--- config.mk ---
export PLATFORM = sky130hd
export DESIGN_NAME = quant_writeback
export DESIGN_NICKNAME = d
export VERILOG_FILES = /design/src/rtl/qwb_pkg.sv /design/src/rtl/qwb_row_fifo.sv /design/src/rtl/quant_writeback.sv
export SDC_FILE = /design/constraint.sdc
export NUM_CORES = 1
export LEC_CHECK = 0
export CAP_MARGIN = 20
export CORE_AREA = 5 5 218 220
export DETAILED_ROUTE_END_ITERATION = 16
export DIE_AREA = 0 0 223 225
export DONT_BUFFER_PORTS = 1
export PLACE_DENSITY = 0.81
export SLEW_MARGIN = 20
export SYNTH_ARGS = -nofsm -noshare
export SYNTH_HDL_FRONTEND = slang
export SYNTH_SLANG_ARGS = --single-unit
export TNS_END_PERCENT = 5
--- constraint.sdc ---
create_clock -name clk -period 17.05 [get_ports clk]
set_clock_uncertainty 0.2 [all_clocks]
set_input_delay 1.705 -clock clk [delete_from_list [all_inputs] [get_ports clk]]
set_output_delay 1.705 -clock clk [all_outputs]
set_load 0.01 [all_outputs]
--- src/rtl/qwb_pkg.sv ---
// Shared types and parameter helpers for the quantized-row SRAM writeback block.
package qwb_pkg;

    typedef enum logic [1:0] {
        IDLE,
        RUN,
        DONE
    } state_t;

    // SRAM words needed to carry one quantized row.
    function automatic int words_per_row(input int row_bits, input int word_bits);
        return row_bits / word_bits;
    endfunction

    // A row must split into a whole, non-zero number of SRAM words.
    function automatic bit row_split_ok(input int row_bits, input int word_bits);
        return (word_bits > 0) && (row_bits >= word_bits) && ((row_bits % word_bits) == 0);
    endfunction

endpackage

--- src/rtl/qwb_row_fifo.sv ---
// Synchronous row buffer with push/pop, full/empty and a look-ahead head word.
// Caller must not push when full or pop when empty.
module qwb_row_fifo #(
    parameter int WIDTH = 128,
    parameter int DEPTH = 4
) (
    input  logic             clk,
    input  logic             rst,
    input  logic             push,
    input  logic [WIDTH-1:0] push_data,
    input  logic             pop,
    output logic             full,
    output logic             empty,
    output logic [WIDTH-1:0] head
);
    localparam int AW = $clog2(DEPTH);
    localparam logic [AW-1:0] PTR_ONE = AW'(1);
    localparam logic [AW:0]   CNT_ONE = (AW + 1)'(1);

    logic [WIDTH-1:0] mem [DEPTH];
    logic [AW-1:0]    wptr;
    logic [AW-1:0]    rptr;
    logic [AW:0]      count;

    assign full  = (count == (AW + 1)'(DEPTH));
    assign empty = (count == '0);
    assign head  = mem[rptr];

    always_ff @(posedge clk) begin
        if (push) begin
            mem[wptr] <= push_data;
        end
    end

    always_ff @(posedge clk) begin
        if (rst) begin
            wptr  <= '0;
            rptr  <= '0;
            count <= '0;
        end else begin
            if (push) begin
                wptr <= wptr + PTR_ONE;
            end
            if (pop) begin
                rptr <= rptr + PTR_ONE;
            end
            case ({push, pop})
                2'b10:   count <= count + CNT_ONE;
                2'b01:   count <= count - CNT_ONE;
                default: count <= count;
            endcase
        end
    end

endmodule

--- src/rtl/quant_writeback.sv ---
// Serializes quantized rows into consecutive SRAM words, one job per start pulse.
// Optional sticky protocol-error output enabled by defining QWB_ERR_EN.
module quant_writeback
    import qwb_pkg::*;
#(
    parameter int ARRAY_SIZE        = 8,
    parameter int OUTPUT_DATA_WIDTH = 16,
    parameter int SRAM_DATA_WIDTH   = 32,
    parameter int ADDR_WIDTH        = 10,
    parameter int CNT_WIDTH         = 10,
    parameter int FIFO_DEPTH        = 4
) (
    input  logic                                  clk,
    input  logic                                  rst,
    input  logic                                  start,
    input  logic [ADDR_WIDTH-1:0]                 base_addr,
    input  logic [CNT_WIDTH-1:0]                  row_count,
    input  logic                                  in_valid,
    input  logic [ARRAY_SIZE*OUTPUT_DATA_WIDTH-1:0] in_data,
    output logic                                  in_ready,
    output logic                                  sram_wen,
    output logic [ADDR_WIDTH-1:0]                 sram_waddr,
    output logic [SRAM_DATA_WIDTH-1:0]            sram_wdata,
    output logic                                  busy,
    output logic                                  done
`ifdef QWB_ERR_EN
    ,
    output logic                                  err
`endif
);
    localparam int ROW_W  = ARRAY_SIZE * OUTPUT_DATA_WIDTH;
    localparam int W      = words_per_row(ROW_W, SRAM_DATA_WIDTH);
    localparam int WIDX_W = (W > 1) ? $clog2(W) : 1;
    localparam logic [WIDX_W-1:0]     LAST_IDX = WIDX_W'(W - 1);
    localparam logic [WIDX_W-1:0]     WIDX_ONE = WIDX_W'(1);
    localparam logic [ADDR_WIDTH-1:0] ADDR_ONE = ADDR_WIDTH'(1);
    localparam logic [CNT_WIDTH-1:0]  CNT_ONE  = CNT_WIDTH'(1);

    if (!row_split_ok(ROW_W, SRAM_DATA_WIDTH)) begin : g_bad_split
        $error("quant_writeback: row width must be a non-zero multiple of SRAM_DATA_WIDTH");
    end
    if (FIFO_DEPTH < 2 || (FIFO_DEPTH & (FIFO_DEPTH - 1)) != 0) begin : g_bad_depth
        $error("quant_writeback: FIFO_DEPTH must be a power of two and at least 2");
    end

    state_t                state;
    logic [ADDR_WIDTH-1:0] addr;
    logic [CNT_WIDTH-1:0]  rc;
    logic [CNT_WIDTH-1:0]  rows_acc;
    logic [CNT_WIDTH-1:0]  rows_out;
    logic [WIDX_W-1:0]     widx;
    logic [ROW_W-1:0]      row_reg;

    logic             fifo_full;
    logic             fifo_empty;
    logic [ROW_W-1:0] fifo_head;
    logic             accept;
    logic             ser_idle;
    logic             take_new;
    logic             pop;
    logic             bypass;
    logic             push;
    logic             load_row;
    logic             job_end;
    logic [ROW_W-1:0] new_row;

    assign in_ready = (state == RUN) && !fifo_full && (rows_acc < rc);
    assign accept   = in_valid && in_ready;

    // The serializer is free when nothing is on the port or the last word of a row is.
    assign ser_idle = !sram_wen || (widx == LAST_IDX);
    assign take_new = (state == RUN) && ser_idle;
    assign pop      = take_new && !fifo_empty;
    // An empty FIFO lets an incoming row skip straight to the output register.
    assign bypass   = take_new && fifo_empty && accept;
    assign push     = accept && !bypass;
    assign load_row = pop || bypass;
    assign new_row  = pop ? fifo_head : in_data;
    assign job_end  = sram_wen && (widx == LAST_IDX) && (rows_out == (rc - CNT_ONE));

    qwb_row_fifo #(
        .WIDTH(ROW_W),
        .DEPTH(FIFO_DEPTH)
    ) u_fifo (
        .clk      (clk),
        .rst      (rst),
        .push     (push),
        .push_data(in_data),
        .pop      (pop),
        .full     (fifo_full),
        .empty    (fifo_empty),
        .head     (fifo_head)
    );

    always_ff @(posedge clk) begin
        if (rst) begin
            state      <= IDLE;
            busy       <= 1'b0;
            done       <= 1'b0;
            sram_wen   <= 1'b0;
            sram_waddr <= '0;
            sram_wdata <= '0;
            addr       <= '0;
            rc         <= '0;
            rows_acc   <= '0;
            rows_out   <= '0;
            widx       <= '0;
            row_reg    <= '0;
        end else begin
            done     <= 1'b0;
            sram_wen <= 1'b0;
            case (state)
                IDLE: begin
                    if (start) begin
                        addr     <= base_addr;
                        rc       <= row_count;
                        rows_acc <= '0;
                        rows_out <= '0;
                        widx     <= '0;
                        busy     <= 1'b1;
                        if (row_count == '0) begin
                            state <= DONE;
                            done  <= 1'b1;
                        end else begin
                            state <= RUN;
                        end
                    end
                end
                RUN: begin
                    if (accept) begin
                        rows_acc <= rows_acc + CNT_ONE;
                    end
                    if (load_row) begin
                        sram_wen   <= 1'b1;
                        sram_waddr <= addr;
                        sram_wdata <= new_row[SRAM_DATA_WIDTH-1:0];
                        row_reg    <= new_row >> SRAM_DATA_WIDTH;
                        widx       <= '0;
                        addr       <= addr + ADDR_ONE;
                    end else if (!ser_idle) begin
                        sram_wen   <= 1'b1;
                        sram_waddr <= addr;
                        sram_wdata <= row_reg[SRAM_DATA_WIDTH-1:0];
                        row_reg    <= row_reg >> SRAM_DATA_WIDTH;
                        widx       <= widx + WIDX_ONE;
                        addr       <= addr + ADDR_ONE;
                    end
                    if (sram_wen && (widx == LAST_IDX)) begin
                        rows_out <= rows_out + CNT_ONE;
                    end
                    if (job_end) begin
                        state <= DONE;
                        done  <= 1'b1;
                    end
                end
                DONE: begin
                    state <= IDLE;
                    busy  <= 1'b0;
                end
                default: begin
                    state <= IDLE;
                    busy  <= 1'b0;
                end
            endcase
        end
    end

`ifdef QWB_ERR_EN
    always_ff @(posedge clk) begin
        if (rst) begin
            err <= 1'b0;
        end else if ((in_valid && (state != RUN)) || (start && busy)) begin
            err <= 1'b1;
        end else if (start && (state == IDLE)) begin
            err <= 1'b0;
        end
    end
`endif

endmodule

==> results of run 1 <==
==> kinds of logic (layout without fill, tap and decap cells) <==
logic type      Yosys count  in the layout  synth area share [%]
mux                     132            132                  10.0
buf+inv                 175            165                  2.43
compound gates          364            364                  8.83
simple gates            678            678                  11.0
xor+xnor                 27             27                 0.810
fa+ha+maj                20             20                 0.883
flops                   706            706                  66.0
==> synthesized netlist by cell type (all sizes together) (12+ instances only) <==
library cell | instances | area, µm²
o21ai | 59 | 295
nand3b | 97 | 728
inv | 18 | 67.6
a21oi | 50 | 254
nand2b | 12 | 82.6
nand2 | 142 | 533
nor2 | 268 | 1010
o31ai | 97 | 778
nor3 | 104 | 526
xor2 | 17 | 149
buf | 32 | 171
dfxtp | 194 | 3880
o21a | 97 | 728
edfxtp | 512 | 15400
mux4 | 128 | 2880
clkbuf | 125 | 469
a22oi | 32 | 240
ha | 19 | 238
==> worst paths after layout <==
path / slack [ns] / start / cells past startpoint / endpoint
setup / recovery: 12.19 / rc[7] / 15 / u_fifo.count[2]
hold / removal: 0.27 / widx[1] / 2 / widx[1]
setup reg to reg: 12.19 / rc[7] / 15 / u_fifo.count[2]
hold reg to reg: 0.27 / widx[1] / 2 / widx[1]
==> per-layer routing <==
layer / global-route usage, % / vias up
met4: 10.8 / 2
met5: 0 / -
li1: - / 7826
met3: 9.24 / 135
met1: 35.9 / 8906
met2: 43.2 / 1020
==> critical path, stage by stage, from the launching register on <==
cell       delay [ns]
dfxtp_1          0.41
inv_1            0.11
ha_1             0.30
nand4_1          0.11
or2_2            0.36
o2111ai_4        0.18
buf_4            0.59
buf_4            0.89
a21oi_1          0.23
inv_1            0.12
ha_1             0.19
inv_1            0.06
fa_1             0.39
xor2_1           0.17
or3_1            0.32
a21oi_1          0.14
==> area by class of cell <==
type | count | area, µm² | area share (%)
Sequential cell | 706 | 19300 | 60.5
Inverter | 18 | 67.6 | 0.212
Clock buffer | 103 | 2090 | 6.57
Tap cell | 600 | 751 | 2.36
Multi-Input combinational cell | 1221 | 9270 | 29.1
Timing Repair Buffer | 20 | 166 | 0.523
Clock inverter | 24 | 228 | 0.715
==> placed cells by master, fill, tap and decap left out, types with 19 or more instances in the layout <==
cell type  netlist  final
a21oi_1         49     49
a22oi_1         32     32
clkbuf_16        0     76
dfxtp_1        194    192
edfxtp_1       512    512
ha_1            19     19
mux4_2         128    128
nand2_1        142    142
nand3b_1        97     97
nor2_1         268    268
nor3_1         103    102
o21a_1          97     97
o21ai_0         58     57
o31ai_1         87     87
==> power by group through the flow <==
stage	combinational, mW	clock [mW]	sequential, mW
floorplan	0.183	0	1.92
CTS	0.230	1.56	1.89
global route	0.251	1.64	1.89
finish	0.231	1.54	1.89
detailed placement	0.228	0	1.93
global placement	0.223	0	1.92
==> metrics by stage <==
step           instance area [µm²]  power [mW]
2_1_floorplan                29200        2.10
3_3_place_gp                 29500        2.15
3_5_place_dp                 29500        2.15
4_1_cts                      31800        3.68
5_1_grt                      31800        3.79
6_report                     31800        3.66
==> summary.md, run 1 <==
| Metric | Value |
|---|---|
| Hold crit path type | flip-flop to flip-flop |
| Highest clock rate | approximately 210 MHz |
| Vias per std cell | 6.65 |
| Number of global-route vias before repair | about 18000 |
| Worst-path clk slew | approximately 0.060 ns |
| DR vias | between 15000 and 20000 |
| Non-Filler Instances | 2692 |
| Part of the cycle the worst path needs | between 20% and 30% |
| Hold buffer count at CTS | 0 |
| Post-synth cell types | 58 |
| Routed Antenna Nets | 0 |
| Worst Path Max Fanout | 76 |
| IR drop worst, VDD | about 0.000095 V |
| Clock Latency Late Sink | ~0.60 ns |
| # DRC | 0 |
| Pre-antenna DRT Iters | 6 |
| Initial antenna violation count | 1 |
| CP Class | flip-flop to flip-flop |
| Critical Path End Type | flip-flop |
| RD Place Congestion | between 0.8 and 0.9 |
| Post-detailed-routing wire length | ~70 mm |
| Placed cell count | 2564 |
| Ports | about 200 |
| Critical Path RT | ~17 ns |
| Leak | 10.0 nW |
| Clock share of power | between 40% and 50% |
| Internal Pwr Total | about 2.9 mW |
| CTS Sinks | about 700 |
| Switching Share | a little over a fifth |
| Worst hold margin | 0.270 ns |
| Buffers on Ports | 0 |
| Core area | between 40000 and 50000 µm² |
| Final Slew Violations | 0 |
| Setup WS post-layout | approximately 12 ns |
| Status | finished, final reports clean |
| Crit start category | flip-flop |
| Net Switching | 0.801 mW |
| Setup_tns | 0 ns |
| Hold Vio Cnt, Final | 0 |
| Mapped cell area | between 20000 and 30000 µm² |
| Metal-1 WL | 25.8 mm |
| DIE AREA | around 50000 µm² |
| Reg power frac | a little over 50% |
| Synthesized area per cell | approximately 14 µm² |
| Die Height | ~230 µm |
| Setup WS pre-CTS | roughly 12 ns |
| First-pass GRT wire length | about 110 mm |
| Post-Syn Nets | about 2300 |
| H-tree levels | 3 |
| Initial core utilization | between 60% and 70% |
| GR Overflow Total | 0 |
| Power per cell area | between 100 and 150 nW/µm² |
| Final setup vio count | 0 |
| Area Growth Syn to Fin | 9.13% |
| Count of state elements after synthesis | around 700 |
| Met2 Wirelength | 33.1 mm |
| # resized after CTS | 0 |
| Fillcell total | approximately 2900 |
| Hpwl dp | between 40 and 50 mm |
| Wire length on met3 | about 8.5 mm |
| CTS tree | yes |
| Slew headroom | between 20% and 30% |
| Largest net degree at the start of global routing | 181 |
| Rows | 78 |
| Max FFs per register | 512 |
| Ant diodes | 0 |
| Uppermost layer routed | met5 |
| Fin util | between 70 and 80% |
| Period minus WS final | between 4 and 5 ns |
| Crit path DAT | about 5.2 ns |
| Longest Clk Path Bufs | 3 |
| Gr usage total | a little over a quarter |
| Final net count | ~2200 |
| EDFF count, synth | between 500 and 600 |
| Starting DRT DRC Count | approximately 2000 |
| RSZ-0062 raised after global routing | no |
| Tightest Pin Transition | 1.09 ns |
| Post-CTS Setup Repair Bufs | 0 |
| YS warnings | 0 |
| Num CTS Buffers | between 70 and 80 |
| Logic pwr share | between 6 and 7% |
| Share of layout cells above drive strength 1 | 13.5% |
| Asr flop ratio synth | 0% |
| Die Span X | between 200 and 250 µm |
| Top FF cell, synth | edfxtp_1 |
| Synth Instances | approximately 2100 |
| WL/cell | around 26 µm |
| Max_cap viols | 0 |
| Clock root buffer | clkbuf_16 |
| Register area share after synthesis | 66.0% |
Power figures use the tool's default switching activity.
==> inputs of run 2 (changes only) <==
--- a/config.mk
+++ b/config.mk
@@ -6,11 +6,11 @@
 export NUM_CORES = 1
 export LEC_CHECK = 0
 export CAP_MARGIN = 20
-export CORE_AREA = 5 5 218 220
+export CORE_AREA = 5 5 222 224
 export DETAILED_ROUTE_END_ITERATION = 16
-export DIE_AREA = 0 0 223 225
+export DIE_AREA = 0 0 227 229
 export DONT_BUFFER_PORTS = 1
-export PLACE_DENSITY = 0.81
+export PLACE_DENSITY = 0.78
 export SLEW_MARGIN = 20
 export SYNTH_ARGS = -nofsm -noshare
 export SYNTH_HDL_FRONTEND = slang
==> constraint.sdc (replaced) <==
create_clock -name clk -period 4.93 [get_ports clk]
set_clock_uncertainty 0.2 [all_clocks]
set_input_delay 0.493 -clock clk [delete_from_list [all_inputs] [get_ports clk]]
set_output_delay 0.493 -clock clk [all_outputs]
set_load 0.01 [all_outputs]
==> summary.md, run 2 (same netlist as run 1, synthesis figures left out) <==
| Metric | Value |
|---|---|
| Setup WS post-layout | 1.05 ns (-11.14 ns) |
| Max_cap viols | 0 (unchanged) |
| RD Place Congestion | 0.840 (+2.6%) |
| Rows | 80 (+2.6%) |
| Die Height | 229 µm (+1.8%) |
| Most frequent cells in the layout | 512 x edfxtp_1, 268 x nor2_1, 192 x dfxtp_1 |
| Clock Latency Late Sink | 0.61 ns (about the same) |
| Status | finished, final reports clean |
| Hold buffer count at CTS | 146 (+146) |
| Leak | 10.8 nW (+7.5%) |
| Share of layout cells above drive strength 1 | 13.2% (-0.34 points) |
| Gr usage total | 29.6% (+2.1 points) |
| Slew headroom | 24.4% (-2.9 points) |
| Register area | 19300 µm² (unchanged) |
| CP Class | flip-flop to flip-flop |
| Hold Vio Cnt, Final | 0 (unchanged) |
| GR Overflow Total | 0 (unchanged) |
| Starting DRT DRC Count | 2479 (+22%) |
| Core area | 47100 µm² (+4.6%) |
| IR drop worst, VDD | 0.000333 V (+250%) |
| Initial antenna violation count | 4 (+3) |
| Routed Antenna Nets | 0 (unchanged) |
| # DRC | 0 (unchanged) |
| Max FFs per register | 512 (unchanged) |
| Final setup vio count | 0 (unchanged) |
| Post-detailed-routing wire length | 77.6 mm (+11%) |
| Tightest Pin Transition | 1.13 ns (+0.0442 ns) |
| Longest Clk Path Bufs | 3 (unchanged) |
| Final Slew Violations | 0 (unchanged) |
| CTS tree | yes |
| Setup_tns | 0 ns (unchanged) |
| First-pass GRT wire length | 117 mm (+11%) |
| Crit start category | flip-flop |
| DR vias | 19000 (+6.2%) |
| Worst Path Max Fanout | 96 (+26%) |
| Worst path max stage delay | 0.72 ns (-0.17 ns) |
| Final net count | 2366 (+7.1%) |
| CTS Sinks | 706 (unchanged) |
| Critical Path RT | 5.22 ns (-12.16 ns) |
| # resized after CTS | 0 (unchanged) |
| Clock root buffer | clkbuf_16 |
| Ports | 198 (unchanged) |
| H-tree levels | 3 (unchanged) |
| Fillcell total | 2920 (+1.5%) |
| Buffers on Ports | 0 (unchanged) |
| CP cell instances | inv_1, ha_1, a211o_1, a2111oi_4, o2111ai_4, a31oi_2, nand2b_4, buf_6, o31ai_1 |
| Crit path DAT | 4.17 ns (-1.02 ns) |
| Initial core utilization | 61.9% (-2.8 points) |
| Number of global-route vias before repair | 19000 (+7.1%) |
| Power Total | 13.0 mW (+260%) |
| Highest clock rate | 258 MHz (+25%) |
| Hpwl dp | 41.9 mm (+4.4%) |
| WL/cell | 27.0 µm (+3.8%) |
| Hold crit path type | input pin to flip-flop |
| Crit-path slowest cell | a31oi_2 |
| Critical Path End Type | flip-flop |
| Vias per std cell | 6.61 (-0.50%) |
| RSZ-0062 raised after global routing | no |
| Part of the cycle the worst path needs | 78.7% (+50 points) |
| Num CTS Buffers | 71 (unchanged) |
| Fin util | 71.5% (+0.85 points) |
| Most common cell after layout, fill and taps aside | edfxtp_1 |
| Period minus WS final | 3.88 ns (-0.977 ns) |
| Post-CTS Setup Repair Bufs | 0 (unchanged) |
| Pre-antenna DRT Iters | 6 (unchanged) |
| Power per cell area | 387 nW/µm² (+240%) |
| DIE AREA | 52000 µm² (+3.6%) |
| Largest net degree at the start of global routing | 178 (-1.7%) |
| Multi-input logic area | 9270 µm² (unchanged) |
| Worst-path clk slew | 0.06 ns (about the same) |
| Setup WS pre-CTS | 1.17 ns (-10.75 ns) |
| Die Span X | 227 µm (+1.8%) |
| Area Growth Syn to Fin | 15.5% |
==> run 2: changes by cell type in the layout (fill, tap and decap cells not counted), sizes merged <==
| cell | delta |
|---|---|
| diode | +7 |
| buf | +11 |
| bufinv | +1 |
| clkinvlp | +2 |
| dlygate4sd3 | +145 |
| clkbuf | +2 |
| inv | +3 |
| clkinv | -4 |
==> run 2: metal layers <==
layer  global-route usage (%)  vias up  part of all wire, %
met5                        0        -                    0
met4                     10.1        0                  3.3
met3                     8.87      159                   12
met2                     46.2     1172                   48
met1                     40.3     9509                   37
li1                         -     8163                    -
==> run 2: where the power goes <==
| part | total [mW] | internal [mW] | switching (mW) |
|---|---|---|---|
| registers | 6.53 | 6.46 | 0.0751 |
| clock network | 5.48 | 3.25 | 2.23 |
| logic | 1.02 | 0.371 | 0.652 |
| total | 13.0 | 10.1 | 2.96 |
==> run 2: cell type report <==
type	count	share of cell area (%)
clock buffer	105	6.27
inverter	18	0.201
sequential	706	57.2
multi-input combinational	1221	27.5
tap	615	2.28
antenna	7	0.0520
timing repair buffer	176	5.66
clock inverter	26	0.843
==> run 2: worst paths after layout <==
check,endpoint,slack [ns],cells after the start,from
hold / removal,row_reg[89],0.03,4,in_data[121]
setup / recovery,row_reg[43],1.05,9,rc[7]
hold reg to reg,widx[1],0.27,2,widx[1]
setup reg to reg,row_reg[43],1.05,9,rc[7]
==> run 2: critical path: cells and delay by family (launching register included) <==
family	cells	cell delay [ns]
flip-flops	1	0.41
AO/OA/AOI/OAI	5	2.24
buffers and inverters	2	0.43
AND/OR/NAND/NOR	1	0.07
adder cells (fa/ha/maj)	1	0.32
==> run 2: stage by stage <==
step	std cells	hold WS, ns	cell area (µm²)
floorplan	2102	0.236	29200
CTS	2866	0.00508	33700
global route	2873	0.0258	33700
detailed placement	2589	0.264	29800
global placement	2589	0.241	29800
finish	2874	0.0310	33700
